--- config.mk ---
export PLATFORM = sky130hd
export DESIGN_NAME = pc_next_unit_flat
export DESIGN_NICKNAME = d
export VERILOG_FILES = /design/src/rtl/pc_next_if.sv /design/src/rtl/pc_next_unit.sv /design/src/flat_wrapper.sv
export SDC_FILE = /design/constraint.sdc
export NUM_CORES = 1
export LEC_CHECK = 0
export CORE_MARGIN = 4
export CORE_UTILIZATION = 60
export CTS_CLUSTER_DIAMETER = 100
export DETAILED_ROUTE_END_ITERATION = 8
export DONT_BUFFER_PORTS = 1
export GPL_TIMING_DRIVEN = 1
export HOLD_SLACK_MARGIN = 0.08
export PLACE_DENSITY = 0.81
export SKIP_CTS_REPAIR_TIMING = 1
export SYNTH_ARGS = -nofsm -noshare
export SYNTH_HDL_FRONTEND = slang
export SYNTH_SLANG_ARGS = --single-unit
export TNS_END_PERCENT = 1
--- constraint.sdc ---
create_clock -name clk -period 4.3 [get_ports clk]
set_input_delay 0 -clock clk [delete_from_list [all_inputs] [get_ports clk]]
set_output_delay 0 -clock clk [all_outputs]
set_load 0.01 [all_outputs]
--- src/rtl/pc_next_if.sv ---
// pc_next_if: fetch-side bundle between control/branch logic and the PC stage; exc_in/epc_out exist only with PC_EXC_EN
interface pc_next_if #(parameter int WIDTH = 32);
  logic [1:0] sel;
  logic [WIDTH-1:0] branch_tgt;
  logic [WIDTH-1:0] jump_tgt;
  logic [WIDTH-1:0] reg_tgt;
  logic fetch_ready;
  logic halt_req;
  logic resume;
  logic [WIDTH-1:0] pc_out;
  logic pc_valid;
  logic align_err;
`ifdef PC_EXC_EN
  logic exc_in;
  logic [WIDTH-1:0] epc_out;
  modport master(output sel, branch_tgt, jump_tgt, reg_tgt, fetch_ready, halt_req, resume, exc_in,
                 input pc_out, pc_valid, align_err, epc_out);
  modport slave(input sel, branch_tgt, jump_tgt, reg_tgt, fetch_ready, halt_req, resume, exc_in,
                output pc_out, pc_valid, align_err, epc_out);
`else
  modport master(output sel, branch_tgt, jump_tgt, reg_tgt, fetch_ready, halt_req, resume,
                 input pc_out, pc_valid, align_err);
  modport slave(input sel, branch_tgt, jump_tgt, reg_tgt, fetch_ready, halt_req, resume,
                output pc_out, pc_valid, align_err);
`endif
endinterface

--- src/rtl/pc_next_unit.sv ---
// pc_next_unit: registered MIPS PC with branch/jump/jr redirects and BOOT/RUN/HALT control
// Define PC_EXC_EN to add exception entry (exc_in, epc_out, EXC_VECTOR).
module pc_next_unit #(
  parameter int WIDTH = 32,
  parameter int STEP = 4,
  parameter logic [WIDTH-1:0] RESET_VECTOR = '0
`ifdef PC_EXC_EN
  , parameter logic [WIDTH-1:0] EXC_VECTOR = WIDTH'('h80)
`endif
) (
  input logic clk,
  input logic rst_n,
  pc_next_if.slave bus
);
  localparam logic [1:0] BOOT = 2'd0;
  localparam logic [1:0] RUN = 2'd1;
  localparam logic [1:0] HALT = 2'd2;
  localparam logic [WIDTH-1:0] INC = WIDTH'(STEP);
  localparam logic [WIDTH-1:0] MASK = WIDTH'(STEP - 1);
  logic [1:0] state, state_nxt;
  logic [WIDTH-1:0] tgt;
  logic run, accept, redirect, exc;
  assign run = state == RUN;
  assign accept = bus.pc_valid & bus.fetch_ready;
  assign redirect = run & (bus.sel != 2'b00);
`ifdef PC_EXC_EN
  assign exc = bus.exc_in & (state != BOOT);
`else
  assign exc = 1'b0;
`endif
  always_comb begin
    tgt = bus.sel == 2'b01 ? bus.branch_tgt : bus.sel == 2'b10 ? bus.jump_tgt : bus.reg_tgt;
    state_nxt = (state == BOOT || exc) ? RUN :
                run ? (bus.halt_req ? HALT : RUN) :
                (bus.resume & ~bus.halt_req) ? RUN : HALT;
  end
  // pc_valid is its own flop so the fetch request never depends on this cycle's inputs
  always_ff @(posedge clk) begin
    if (!rst_n) begin
      state <= BOOT;
      bus.pc_out <= RESET_VECTOR;
      bus.pc_valid <= 1'b0;
      bus.align_err <= 1'b0;
`ifdef PC_EXC_EN
      bus.epc_out <= '0;
`endif
    end else begin
      state <= state_nxt;
      bus.pc_valid <= state_nxt == RUN;
      bus.align_err <= 1'b0;
`ifdef PC_EXC_EN
      if (exc) begin
        bus.epc_out <= bus.pc_out;
        bus.pc_out <= EXC_VECTOR;
      end else
`endif
      if (redirect) begin
        bus.pc_out <= tgt & ~MASK;
        bus.align_err <= |(tgt & MASK);
      end else if (accept)
        bus.pc_out <= bus.pc_out + INC;
    end
  end
endmodule
--- src/flat_wrapper.sv ---
// flat-port wrapper written by rule: the top's interface ports become plain ports
module pc_next_unit_flat 
#(
  parameter int WIDTH = 32,
  parameter int STEP = 4,
  parameter logic [WIDTH-1:0] RESET_VECTOR = '0

)
  (clk, rst_n, bus_sel, bus_branch_tgt, bus_jump_tgt, bus_reg_tgt, bus_fetch_ready, bus_halt_req, bus_resume, bus_pc_out, bus_pc_valid, bus_align_err);
  pc_next_if #(.WIDTH(WIDTH)) bus_i ();
  input logic clk;
  input logic rst_n;
  input wire logic [$bits(bus_i.sel)-1:0] bus_sel;
  input wire logic [$bits(bus_i.branch_tgt)-1:0] bus_branch_tgt;
  input wire logic [$bits(bus_i.jump_tgt)-1:0] bus_jump_tgt;
  input wire logic [$bits(bus_i.reg_tgt)-1:0] bus_reg_tgt;
  input wire logic [$bits(bus_i.fetch_ready)-1:0] bus_fetch_ready;
  input wire logic [$bits(bus_i.halt_req)-1:0] bus_halt_req;
  input wire logic [$bits(bus_i.resume)-1:0] bus_resume;
  output wire logic [$bits(bus_i.pc_out)-1:0] bus_pc_out;
  output wire logic [$bits(bus_i.pc_valid)-1:0] bus_pc_valid;
  output wire logic [$bits(bus_i.align_err)-1:0] bus_align_err;
  assign bus_i.sel = bus_sel;
  assign bus_i.branch_tgt = bus_branch_tgt;
  assign bus_i.jump_tgt = bus_jump_tgt;
  assign bus_i.reg_tgt = bus_reg_tgt;
  assign bus_i.fetch_ready = bus_fetch_ready;
  assign bus_i.halt_req = bus_halt_req;
  assign bus_i.resume = bus_resume;
  assign bus_pc_out = bus_i.pc_out;
  assign bus_pc_valid = bus_i.pc_valid;
  assign bus_align_err = bus_i.align_err;
  pc_next_unit #(.WIDTH(WIDTH), .STEP(STEP), .RESET_VECTOR(RESET_VECTOR)) u_core (.clk(clk), .rst_n(rst_n), .bus(bus_i));
endmodule
Word-level counts from Yosys, hierarchy flattened:

Cells that the tools add are included.

* add/subtract/negate cells: 1
* equal/unequal tests: 4
* multiplexer cells: 8
* bitwise gates (word level): 5
* reductions and logical operators: 6

Operators by type and width (number)
* 32-bit two-way mux: 4
* 32-bit by 3-bit adder with 32-bit output, second input constant: 1
* 2-bit two-way mux: 4
* 2-bit by 1-bit equality test with 1-bit output, second input constant: 3
* 2-bit nonzero test: 2
* 2-bit OR reduction: 2
* 1-bit bitwise AND: 3
* 2-bit equality test, second input constant: 1
* 2-bit logical NOT: 1
* 1-bit NOT: 2
* 2-bit AND reduction: 1

* bits in registers: 36
* input port bits: 103
* output and inout bits: 34
* logic and storage cells: 29

Longest topological paths before layout:

Gate-level depths: netlist (run 1).

* word-level depth: 6
* gate-level depth with buffers: 8
* mapped depth without buffers: 6

Least setup slack after synthesis (run 1):

OpenSTA, ideal clock, no wires.

* path kind: flip-flop to flip-flop
* start point: register u_core.bus.pc_out[2]
* end point: register u_core.bus.pc_out[30]
* library setup time: 0.120 ns
* data arrival time: 1.758 ns
* data required time: 4.180 ns
* path slack: 2.422 ns
* cell stages (with the launch flop): 7
* path buffers: 0
* clock period less this slack: 1.878 ns
* cells stage by stage: dfxtp_1 -> ha_1 -> nand4_1 -> or4_4 -> nor3_4 -> a31oi_1 -> a211o_1

* longest elaborated chain between the ends: 3

RTL lines
* from (decl): line pc_next_if.sv:24 `output pc_out, pc_valid, align_err);`
* from (signal assigned): line pc_next_unit.sv:58 `bus.pc_out <= tgt & ~MASK;`
* from (signal assigned): line pc_next_unit.sv:61 `bus.pc_out <= bus.pc_out + INC;`
* 32-bit by 3-bit adder with 32-bit output: line pc_next_unit.sv:61
* 32-bit two-way mux: line pc_next_unit.sv:60 `end else if (accept)`
* 32-bit two-way mux: line pc_next_unit.sv:57 `if (redirect) begin`

Every way passes these cells. The select of a mux whose other input is x is not followed.
A chain may end at the register's enable or synchronous reset.

Final worst setup path (run 1):

* start point: register u_core.state[1]
* end point: register u_core.bus.pc_out[28]

* longest elaborated chain between the ends: 3
* elaborated cells between the ends (all ways): 4
* those cells by class: eq/ne (1); mux (1); bitwise (1); reduce/logical (1)

RTL lines
* from (decl): line pc_next_unit.sv:20 `logic [1:0] state, state_nxt;`
* from (signal assigned): line pc_next_unit.sv:48 `state <= state_nxt;`
* 2-bit by 1-bit equality test with 1-bit output *: line pc_next_unit.sv:23 `assign run = state == RUN;`
* 1-bit bitwise AND *: line pc_next_unit.sv:25 `assign redirect = run & (bus.sel != 2'b00);`
* 32-bit two-way mux / 2-bit nonzero test (equally long branches)

Every way passes the cells marked *; elsewhere a longest branch is shown, timed or not.

==> impl_results.md, run 1 <==
* # rows at 23
* Flop-to-flop setup slack at between 2 and 2.5 ns
* Die X at around 73 µm
* Fin Clk Skew at 0.00845 ns
* Slowest stage delay, CP at 0.87 ns
* Sum of buffers and inverters on the critical path at 0
* Synth warn at 0
* Die area at ~5300 µm²
* Synthesized instance count at between 300 and 400
* WS Path Type: reg2reg
* Setup ws final at between 2 and 2.5 ns
* VDD IR max at 0.000150 V
* Sequential fraction of the synthesis area at a little over a quarter
* Crit path DAT at 2.38 ns
* DRC Markers at 0
* Via count at about 2,700
* Logic pwr share at between 20% and 30%
* Critical path startpoint category: register
* GR Util All Layers at 27.3%
* Clk root buf: clkbuf_8
* Number of synthesized flops with an enable pin at 0
* Max-slew violation count at 0
* Endpoint class of the critical path: register
* Clock Power Share at a little over 30%
* Minimum clock period at 2.22 ns
* DRT iter0 DRCs at 364
* Crit path to: u_core.bus.pc_out[28]
* Power per Cell Area at between 200 and 300 nW/µm²
* Die height at 72.9 µm
* Syn Area/Cell at ~7.9 µm²
* Vias in the first global route at around 2,400
* Net switching power at between 200 and 300 µW
* ANT cells at 0
* Initial antenna violation count at 0
* Total clock sinks at 34
* Internal power at between 500 and 600 µW
* Cell Chain, Critical Path: nand2b_1, o21ai_1, a21oi_1, a311oi_1, a311oi_1
* Top delay family on crit path: compound AO/OA/AOI/OAI gates
* Final hold violation count at 0
* WL/cell at between 20 and 25 µm
* Final global-route overflow total at 0
* Static Leak at approximately 0.0011 µW
* RSZ-0062 raised after global routing: false
* Worst R2R Start: u_core.state[1]
* Largest net degree at the start of global routing at 44
* Layout cell share with drive strength beyond 1 at roughly 8%
* CP max stage cell: o21ai_1
* # Max-Cap Violations at 0
* Synth Cell Area at around 2500 µm²
* Drt pass-1 iters at 5
* Antenna-violating nets left at 0
* Final setup viols at 0
* CTS tree: built
* Final #Nets at approximately 440
* Final period utilization at roughly 52%
* Leading post-synthesis cells by cell area: dfxtp_1 (27%), mux2i_1 (7.9%), a21oi_1 (7.5%), mux2_2 (5.3%), xor2_1 (5.2%)
* Final Wtd Congestion at between 0.9 and 1
* Worst skew pair latency at 0.29 ns
* Relative max-transition margin at between 30% and 40%
* Core Footprint at 4030 µm²
* Total Negative Setup Slacks at 0 ns
* Worst EP required at between 4 and 5 ns
* Initial Util at around 63%
* Async set or reset register ratio after synthesis at 0%
* CTS buffer count at 5
* Hold Crit Class: in2reg
* Max Clk Rate at about 450 MHz
* First-pass GRT wire length at between 10 and 15 mm
* Cell count along the critical path at 5
* CTS clk-pin slew, worst paths at ~0.080 ns
* Seq pwr share at roughly half
* Clock tree buffer depth at 2
* DP Worst Slack at ~1.8 ns
* DR vias/cell at about 7
* Hold Startpoint: bus_sel[0]
* Area leader, netlist: dfxtp_1
* Worst slew pin tran at roughly 0.93 ns
* R2r worst-path depth at 5
* Detailed placement HPWL at 5.52 mm
* Outcome: finished clean
* Worst r2r dst: u_core.bus.pc_out[28]
* FF+latch count, synth at 34
* Number of H-tree levels at 2
* Final WL at 8.02 mm
* Netlist cell types at 48
* CP Max Fanout at 20
* I/O pins at approximately 140
* Most used DFF post-synth: dfxtp_1
* Switching share of power at approximately a third
* Setup crit start: u_core.state[1]
* P&R area growth vs syn at 13.5%
* Port Buf Inserts at 0
* Worst path most repeated cell: a311oi_1
* Post-synth top area share at 26.9%
## layout by cell type (no fill, tap or decap), types with 2 or more instances in the layout
cell	count
nor3_1	3
nand2b_1	2
a31oi_1	7
a311oi_1	2
nor2_1	28
conb_1	2
a211o_1	2
o22ai_1	9
mux2i_1	20
a211oi_1	6
xnor2_1	3
nand4_1	16
xor2_1	15
a22oi_1	10
and3_1	6
dlygate4sd3_1	30
nor4_1	6
and2_1	3
a21oi_1	38
nand3_1	9
clkbuf_8	6
inv_1	5
dfxtp_1	34
o21ai_0	24
mux2_2	12
nor2b_1	4
nand2_1	16
## state kept, by name, indices dropped and copies added, names as in the netlist
register	count
u_core.bus.pc_valid	1
u_core.bus.align_err	1
u_core.state	2
u_core.bus.pc_out	30
## cell type report
class	instances	area, µm²
Fill cell	341	1160
Timing Repair Buffer	31	308
Tap cell	50	62.6
Clock buffer	7	86.3
Inverter	5	18.8
Clock inverter	1	5.00
Multi-Input combinational cell	260	1710
Sequential cell	34	681
## synth_stat cells (2+ instances only)
master     n
nand4_1   16
inv_1      5
nand2_1   16
a311oi_1   2
and2_1     3
a211o_1    2
xor2_1    15
clkbuf_1   9
nand3_1    9
a31oi_1    7
and3_1     6
mux2i_1   20
buf_2      5
a211oi_1   6
dfxtp_1   34
o22ai_1    9
buf_4      2
nor4_1     6
nand2b_1   2
nor3_1     3
clkbuf_8   2
buf_1      2
a21oi_1   38
xnor2_1    3
nor2b_1    4
mux2_2    12
nor2_1    28
o21ai_0   25
a22oi_1   10
## per-layer routing
layer | up-vias | global-route usage, % | part of all wire, %
met3 | 23 | 8.68 | 11
met1 | 1278 | 31.5 | 36
met2 | 176 | 47.4 | 51
li1 | 1244 | - | -
met4 | 0 | 9.22 | 2.4
met5 | - | 0 | 0
## worst min-delay path, delay by kind of cell
kind | cells | cell delay [ns]
and+or+nand+nor | 2 | 0.12
AOI/OAI and AO/OA | 2 | 0.17
## power by group through the flow
stage	combinational, µW	sequential, µW	clock (µW)
finish	175	407	251
global route	193	412	261
CTS	141	406	252
detailed placement	139	413	0
global placement	135	411	0
floorplan	135	399	0
## worst min-delay path by stage
stage                     depth (start not counted)               endpoint  slack, ns
after global placement                            1        u_core.state[1]       0.12
after CTS                                         1        u_core.state[1]      -0.17
after detailed placement                          1        u_core.state[1]       0.13
final                                             4  u_core.bus.pc_out[31]       0.04
after floorplan                                   2  u_core.bus.pc_out[22]       0.15
after global routing                              4  u_core.bus.pc_out[31]       0.08
## cell families (layout without fill, tap and decap cells)
family / after synthesis / in the layout / share of synthesized area (%)
fa+ha+maj: 1 / 1 / 0.495
xor+xnor: 18 / 18 / 6.23
flops: 34 / 34 / 26.9
buf+inv: 27 / 44 / 5.69
compound gates: 106 / 106 / 25.0
other cells: 1 / 2 / 0.148
simple gates: 101 / 101 / 22.2
mux: 32 / 32 / 13.3
## per-stage QoR
stage | hold WS, ns | util (%) | power [µW] | instances | instance area, µm²
3_5_place_dp | 0.129 | 61.5 | 552 | 350 | 2480
5_1_grt | 0.0826 | 71.2 | 866 | 388 | 2870
4_1_cts | -0.172 | 63.8 | 798 | 358 | 2570
3_3_place_gp | 0.124 | 61.5 | 547 | 350 | 2480
2_1_floorplan | 0.150 | - | 534 | 321 | 2530
6_report | 0.0363 | 71.2 | 833 | 388 | 2870
No activity file was read; power rests on OpenSTA's default activity.
==> run 2: changes to the inputs <==
==> constraint.sdc (replaced) <==
create_clock -name clk -period 2.2 [get_ports clk]
set_input_delay 0 -clock clk [delete_from_list [all_inputs] [get_ports clk]]
set_output_delay 0 -clock clk [all_outputs]
set_load 0.01 [all_outputs]
==> run 2 against run 1 <==
Combinational power increased by 130%. Setup slack got worse by 1.9 ns. Global-route usage increased by 1.5 points. Sequential share of layout area decreased by 0.93 points. Highest routed layer unchanged. Clock power increased by 92%. Design area increased by 4.1%.
==> impl_results.md, run 2 (synthesis results as in run 1) <==
* Register area at 681 µm² (unchanged)
* ANT cells at 0 (unchanged)
* Largest registers: u_core.bus.pc_out (30), u_core.state (2)
* Detailed placement HPWL at 6.08 mm (+10%)
* R2r worst-path depth at 6 (+1)
* CTS clk-pin slew, worst paths at 0.07 ns (about the same)
* Commonest non-fill, non-tap cell in the layout: a21oi_1
* CP Max Fanout at 24 (+20%)
* Slowest stage delay, CP at 1.05 ns (+0.18 ns)
* Die area at 5320 µm² (unchanged)
* Outcome: finished clean
* # fillers at 322 (-5.6%)
* Worst EP required at 2.43 ns (-2.03 ns)
* CTS buffer count at 5 (unchanged)
* Hold path depth at 3 (-1)
* Internal power at 1120 µW (+100%)
* GR Util All Layers at 28.7% (+1.5 points)
* WS Path Type: in2reg
* Final period utilization at 92.8%
* Total Negative Setup Slacks at 0 ns (unchanged)
* Power per Cell Area at 554 nW/µm² (+91%)
* CP max stage cell: dlygate4sd3_1
* DR vias/cell at 6.70 (-4.5%)
* Layout cell share with drive strength beyond 1 at 14.6% (+6.6 points)
* Endpoint class of the critical path: register
* VDD IR max at 0.000455 V (+200%)
* WL/cell at 21.0 µm (+1.5%)
* Clk root buf: clkbuf_8
* Antenna-violating nets left at 0 (unchanged)
* Final global-route overflow total at 0 (unchanged)
* Die X at 72.9 µm (unchanged)
* Seq pwr share at 46.5% (-2.3 points)
* Initial Util at 62.8% (unchanged)
* Core Footprint at 4030 µm² (unchanged)
* Placed insts at 375 (+7.1%)
* Max reg flops at 30 (unchanged)
* Clock Power Share at 29.1% (-1.1 points)
* Logic pwr share at 24.4% (+3.4 points)
* Clock tree buffer depth at 2 (unchanged)
* Final core utilization at 74.1% (+2.9 points)
* Initial antenna violation count at 0 (unchanged)
* Design area at 2990 µm² (+4.1%)
* Minimum clock period at between 2 and 2.5 ns
* Worst slew pin tran at 0.852 ns (-0.0782 ns)
* Via count at 2,719 (-0.074%)
* Net switching power at 530 µW (+96%)
* # rows at 23 (unchanged)
* Non-filler cells in the finished layout at 406 (+4.6%)
* Hold Crit Class: in2reg
* Hold_ws at 0.0125 ns (-0.0238 ns)
* Final Wtd Congestion at 0.897 (-3.2%)
* Drt pass-1 iters at 4 (-1)
* DRC Markers at 0 (unchanged)
* Crit path DAT at 2.27 ns (-0.11 ns)
* RSZ-0062 raised after global routing: false
* Number of H-tree levels at 2 (unchanged)
* Vias in the first global route at 2,390 (-0.17%)
* Most flop-heavy register: u_core.bus.pc_out
* Total clock sinks at 34 (unchanged)
* Cell Chain, Critical Path: dlygate4sd3_1, nand2_1, buf_4, nor4_1, dlygate4sd3_1
* Die height at 72.9 µm (unchanged)
* DRT iter0 DRCs at 241 (-34%)
* First-pass GRT wire length at 12.0 mm (+4.8%)
* Largest net degree at the start of global routing at 44 (unchanged)
* Multi-input gate area at 1710 µm² (unchanged)
* Static Leak at 0.00116 µW (+9.6%)
* Final setup viols at 0 (unchanged)
* Final WL at 8.52 mm (+6.3%)
* Port Buf Inserts at 0 (unchanged)
* Worst skew pair latency at 0.28 ns (about the same)
* Max Clk Rate at about 490 MHz
* Final #Nets at 459 (+4.1%)
* Commonest non-fill, non-tap cells in the layout: a21oi_1 (38), dfxtp_1 (34), nor2_1 (28)
* P&R area growth vs syn at 18.1%
* Max-slew violation count at 0 (unchanged)
* # Max-Cap Violations at 0 (unchanged)
* CTS tree: built
* Switching share of power at 32.1% (-0.38 points)
* Final hold violation count at 0 (unchanged)
* Area after DPL at 2670 µm² (+7.6%)
* Critical path startpoint category: primary input
* I/O pins at 137 (unchanged)
* Relative max-transition margin at 43.0% (+5.2 points)
* Worst path most repeated cell: dlygate4sd3_1
* Fin Clk Skew at 0.00318 ns (-0.00527 ns)
run 2: cell types whose count changed in the layout (fill, tap and decap cells not counted), sizes merged:
cell | previous run | this run
buf | 1 | 26
dlygate4sd3 | 30 | 23
run 2: cell type report:
class	count	area share [%]
Clock inverter	1	0.168
Sequential cell	34	22.8
Timing Repair Buffer	49	14.2
Inverter	5	0.628
Clock buffer	7	2.89
Multi-Input combinational cell	260	57.2
Tap cell	50	2.09
run 2: path summary, 6_finish.rpt:
path / startpoint / to / slack [ns]
hold reg to reg: u_core.bus.pc_out[31] / u_core.bus.pc_out[31] / 0.57
hold / removal: bus_sel[0] / u_core.bus.pc_out[10] / 0.01
setup reg to reg: u_core.bus.pc_out[2] / u_core.bus.pc_out[28] / 0.29
setup / recovery: rst_n / u_core.bus.align_err / 0.16
run 2: power by group through the flow:
stage | logic (µW) | clock network, µW | registers, µW
global placement | 340 | 0 | 778
global route | 444 | 507 | 780
detailed placement | 347 | 0 | 781
CTS | 349 | 480 | 766
finish | 403 | 481 | 769
floorplan | 264 | 0 | 780
run 2: critical path: cells and delay by family:
family,cells,cell delay (ns)
buf+inv,3,1.85
simple gates,2,0.41
run 2: metrics by stage:
| stage | setup WS, ns | total power (µW) |
|---|---|---|
| finish | 0.157 | 1650 |
| floorplan | 0.322 | 1040 |
| detailed placement | 0.299 | 1130 |
| CTS | 0.285 | 1600 |
| global placement | 0.310 | 1120 |
| global route | 0.0748 | 1730 |
run 2: per-layer routing:
metal  vias to the layer above  track usage [%]  share of wire (%)  wire length (µm)
met5                         -                0                  0                 0
met4                         0             7.79                1.6               134
met3                        14             7.16                9.0               770
met2                       154             50.0                 52              4450
met1                      1278             35.1                 37              3170
li1                       1273                -                  -                 -
==> run 3: changes to the inputs <==
--- a/config.mk
+++ b/config.mk
@@ -5,14 +5,16 @@
 export SDC_FILE = /design/constraint.sdc
 export NUM_CORES = 1
 export LEC_CHECK = 0
+export CELL_PAD_IN_SITES_DETAIL_PLACEMENT = 0
+export CELL_PAD_IN_SITES_GLOBAL_PLACEMENT = 2
 export CORE_MARGIN = 4
-export CORE_UTILIZATION = 60
+export CORE_UTILIZATION = 33
 export CTS_CLUSTER_DIAMETER = 100
 export DETAILED_ROUTE_END_ITERATION = 8
 export DONT_BUFFER_PORTS = 1
 export GPL_TIMING_DRIVEN = 1
 export HOLD_SLACK_MARGIN = 0.08
-export PLACE_DENSITY = 0.81
+export PLACE_DENSITY = 0.84
 export SKIP_CTS_REPAIR_TIMING = 1
 export SYNTH_ARGS = -nofsm -noshare
 export SYNTH_HDL_FRONTEND = slang
==> run 3 against run 2 <==
Cell count rose by 14%. Count of clock-buffer cells in the layout did not move. Design area rose by 4.1%. Register-to-register slack got worse by 0.07 ns. Core utilization fell by 32 points. Die area rose by 72%. Wire length rose by 8.3%. Sequential power fell by 0.5%. Fmax rose by 3.1%. Sequential share of layout area fell by 0.91 points. Critical endpoint is now u_core.bus.pc_out[31]. Largest cell class unchanged.
==> impl_results.md, run 3 (synthesis results as in run 1) <==
* Outcome: finished clean
* Placed insts at 423 (+13%)
* Final hold violation count at 0 (unchanged)
* # Max-Cap Violations at 0 (unchanged)
* Final global-route overflow total at 0 (unchanged)
* Worst slew pin tran at 0.929 ns (+0.0768 ns)
* Detailed placement HPWL at 6.91 mm (+14%)
* WS Path Type: reg2reg
* # fillers at 743 (+130%)
* Total Negative Setup Slacks at 0 ns (unchanged)
* Critical path startpoint category: register
* DR vias/cell at 5.65 (-16%)
* Final period utilization at 90.0% (-2.8 points)
* Final WL at 9.22 mm (+8.3%)
* Design area at 3110 µm² (+4.1%)
* Area after DPL at 2720 µm² (+2.0%)
* ANT cells at 0 (unchanged)
* GR Util All Layers at 18.9% (-9.8 points)
* Largest net degree at the start of global routing at 44 (unchanged)
* Max Clk Rate at 505 MHz (+3.1%)
* Initial antenna violation count at 0 (unchanged)
* Register area at 681 µm² (unchanged)
* CTS clk-pin slew, worst paths at 0.07 ns (about the same)
* Endpoint class of the critical path: register
* DRC Markers at 0 (unchanged)
* Layout cell share with drive strength beyond 1 at 14.1% (-0.52 points)
* Clock tree buffer depth at 2 (unchanged)
* Flop-to-flop setup slack at 0.22 ns (-0.07 ns)
* Max reg flops at 30 (unchanged)
* Fin Clk Skew at 0.00556 ns (+0.00238 ns)
* Via count at 2,604 (-4.2%)
* Die height at 95.5 µm (+31%)
* Vias in the first global route at 2,459 (+2.9%)
* Minimum clock period at 1.98 ns (-0.0617 ns)
* RSZ-0062 raised after global routing: false
* P&R area growth vs syn at 23.0%
* Hold_ws at 0.0237 ns (+0.0112 ns)
* # rows at 31 (+35%)
* Power per Cell Area at 536 nW/µm² (-3.2%)
* CTS buffer count at 5 (unchanged)
* DP Worst Slack at 0.244 ns (-0.0554 ns)
* Clk root buf: clkbuf_8
* Total clock sinks at 34 (unchanged)
* Core Footprint at 7330 µm² (+82%)
* DRT iter0 DRCs at 125 (-48%)
* CTS tree: built
* Static Leak at 0.00119 µW (+2.4%)
* Most flop-heavy register: u_core.bus.pc_out
* CP Max Fanout at 8 (-67%)
* Port Buf Inserts at 0 (unchanged)
* Die X at 95.5 µm (+31%)
* Commonest non-fill, non-tap cells in the layout: a21oi_1 (38), dfxtp_1 (34), dlygate4sd3_1 (30)
* Largest registers: u_core.bus.pc_out (30), u_core.state (2)
* Worst EP required at 2.41 ns (-0.02 ns)
* Die area at 9130 µm² (+72%)
* Final Wtd Congestion at 0.918 (+2.3%)
* Initial Util at 34.5% (-28 points)
* Drt pass-1 iters at 4 (unchanged)
* Relative max-transition margin at 37.9% (-5.1 points)
* Number of H-tree levels at 2 (unchanged)
* Max-slew violation count at 0 (unchanged)
* Multi-input gate area at 1710 µm² (unchanged)
* Antenna-violating nets left at 0 (unchanged)
* Crit path DAT at 2.20 ns (-0.07 ns)
* Commonest non-fill, non-tap cell in the layout: a21oi_1
* VDD IR max at 0.000226 V (-50%)
* Setup ws final at 0.219 ns (+0.0617 ns)
* WL/cell at 20.0 µm (-4.7%)
* Final setup viols at 0 (unchanged)
* Worst skew pair latency at 0.28 ns (about the same)
* Non-filler cells in the finished layout at 461 (+14%)
* Final #Nets at 465 (+1.3%)
* Hold Crit Class: in2reg
* First-pass GRT wire length at 13.2 mm (+10%)
* I/O pins at 137 (unchanged)
## run 3: area by class of cell
class                           instances  share of cell area (%)
Multi-Input combinational cell        260                    54.9
Sequential cell                        34                    21.9
Timing Repair Buffer                   55                    15.7
Tap cell                               99                    3.98
Clock buffer                            7                    2.78
Inverter                                5                   0.603
Clock inverter                          1                   0.161
## run 3: through the flow
stage | util (%) | power, µW
detailed placement | 37.1 | 1140
CTS | 38.3 | 1630
global route | 42.4 | 1770
global placement | 37.1 | 1140
floorplan | - | 1040
finish | 42.4 | 1670
## run 3: critical path, stage by stage, from the launching register on
cell,delay (ns)
dfxtp_1,0.49
nand2_1,0.29
nor3_1,0.40
nand4_1,0.20
or3_1,0.38
a31oi_1,0.15
## run 3: per-layer routing
layer  vias up  GRT usage [%]  share of wire, %
met1      1209           23.2                42
met3         6           5.76               8.0
met2       103           32.8                49
met4         0           3.55              0.72
li1       1286              -                 -
met5         -              0                 0
## run 3: power breakdown
group          switching (µW)  leakage [µW]  internal, µW
sequential               90.4      0.000280           674
combinational             213      0.000860           208
clock                     229     0.0000482           253
## run 3: path summary, 6_finish.rpt
path / startpoint / depth (start not counted) / end
worst max register to register: u_core.bus.pc_valid / 5 / u_core.bus.pc_out[31]
worst max-delay path: u_core.bus.pc_valid / 5 / u_core.bus.pc_out[31]
worst min-delay path: bus_sel[0] / 3 / u_core.bus.pc_out[10]
worst min register to register: u_core.bus.pc_out[31] / 2 / u_core.bus.pc_out[31]
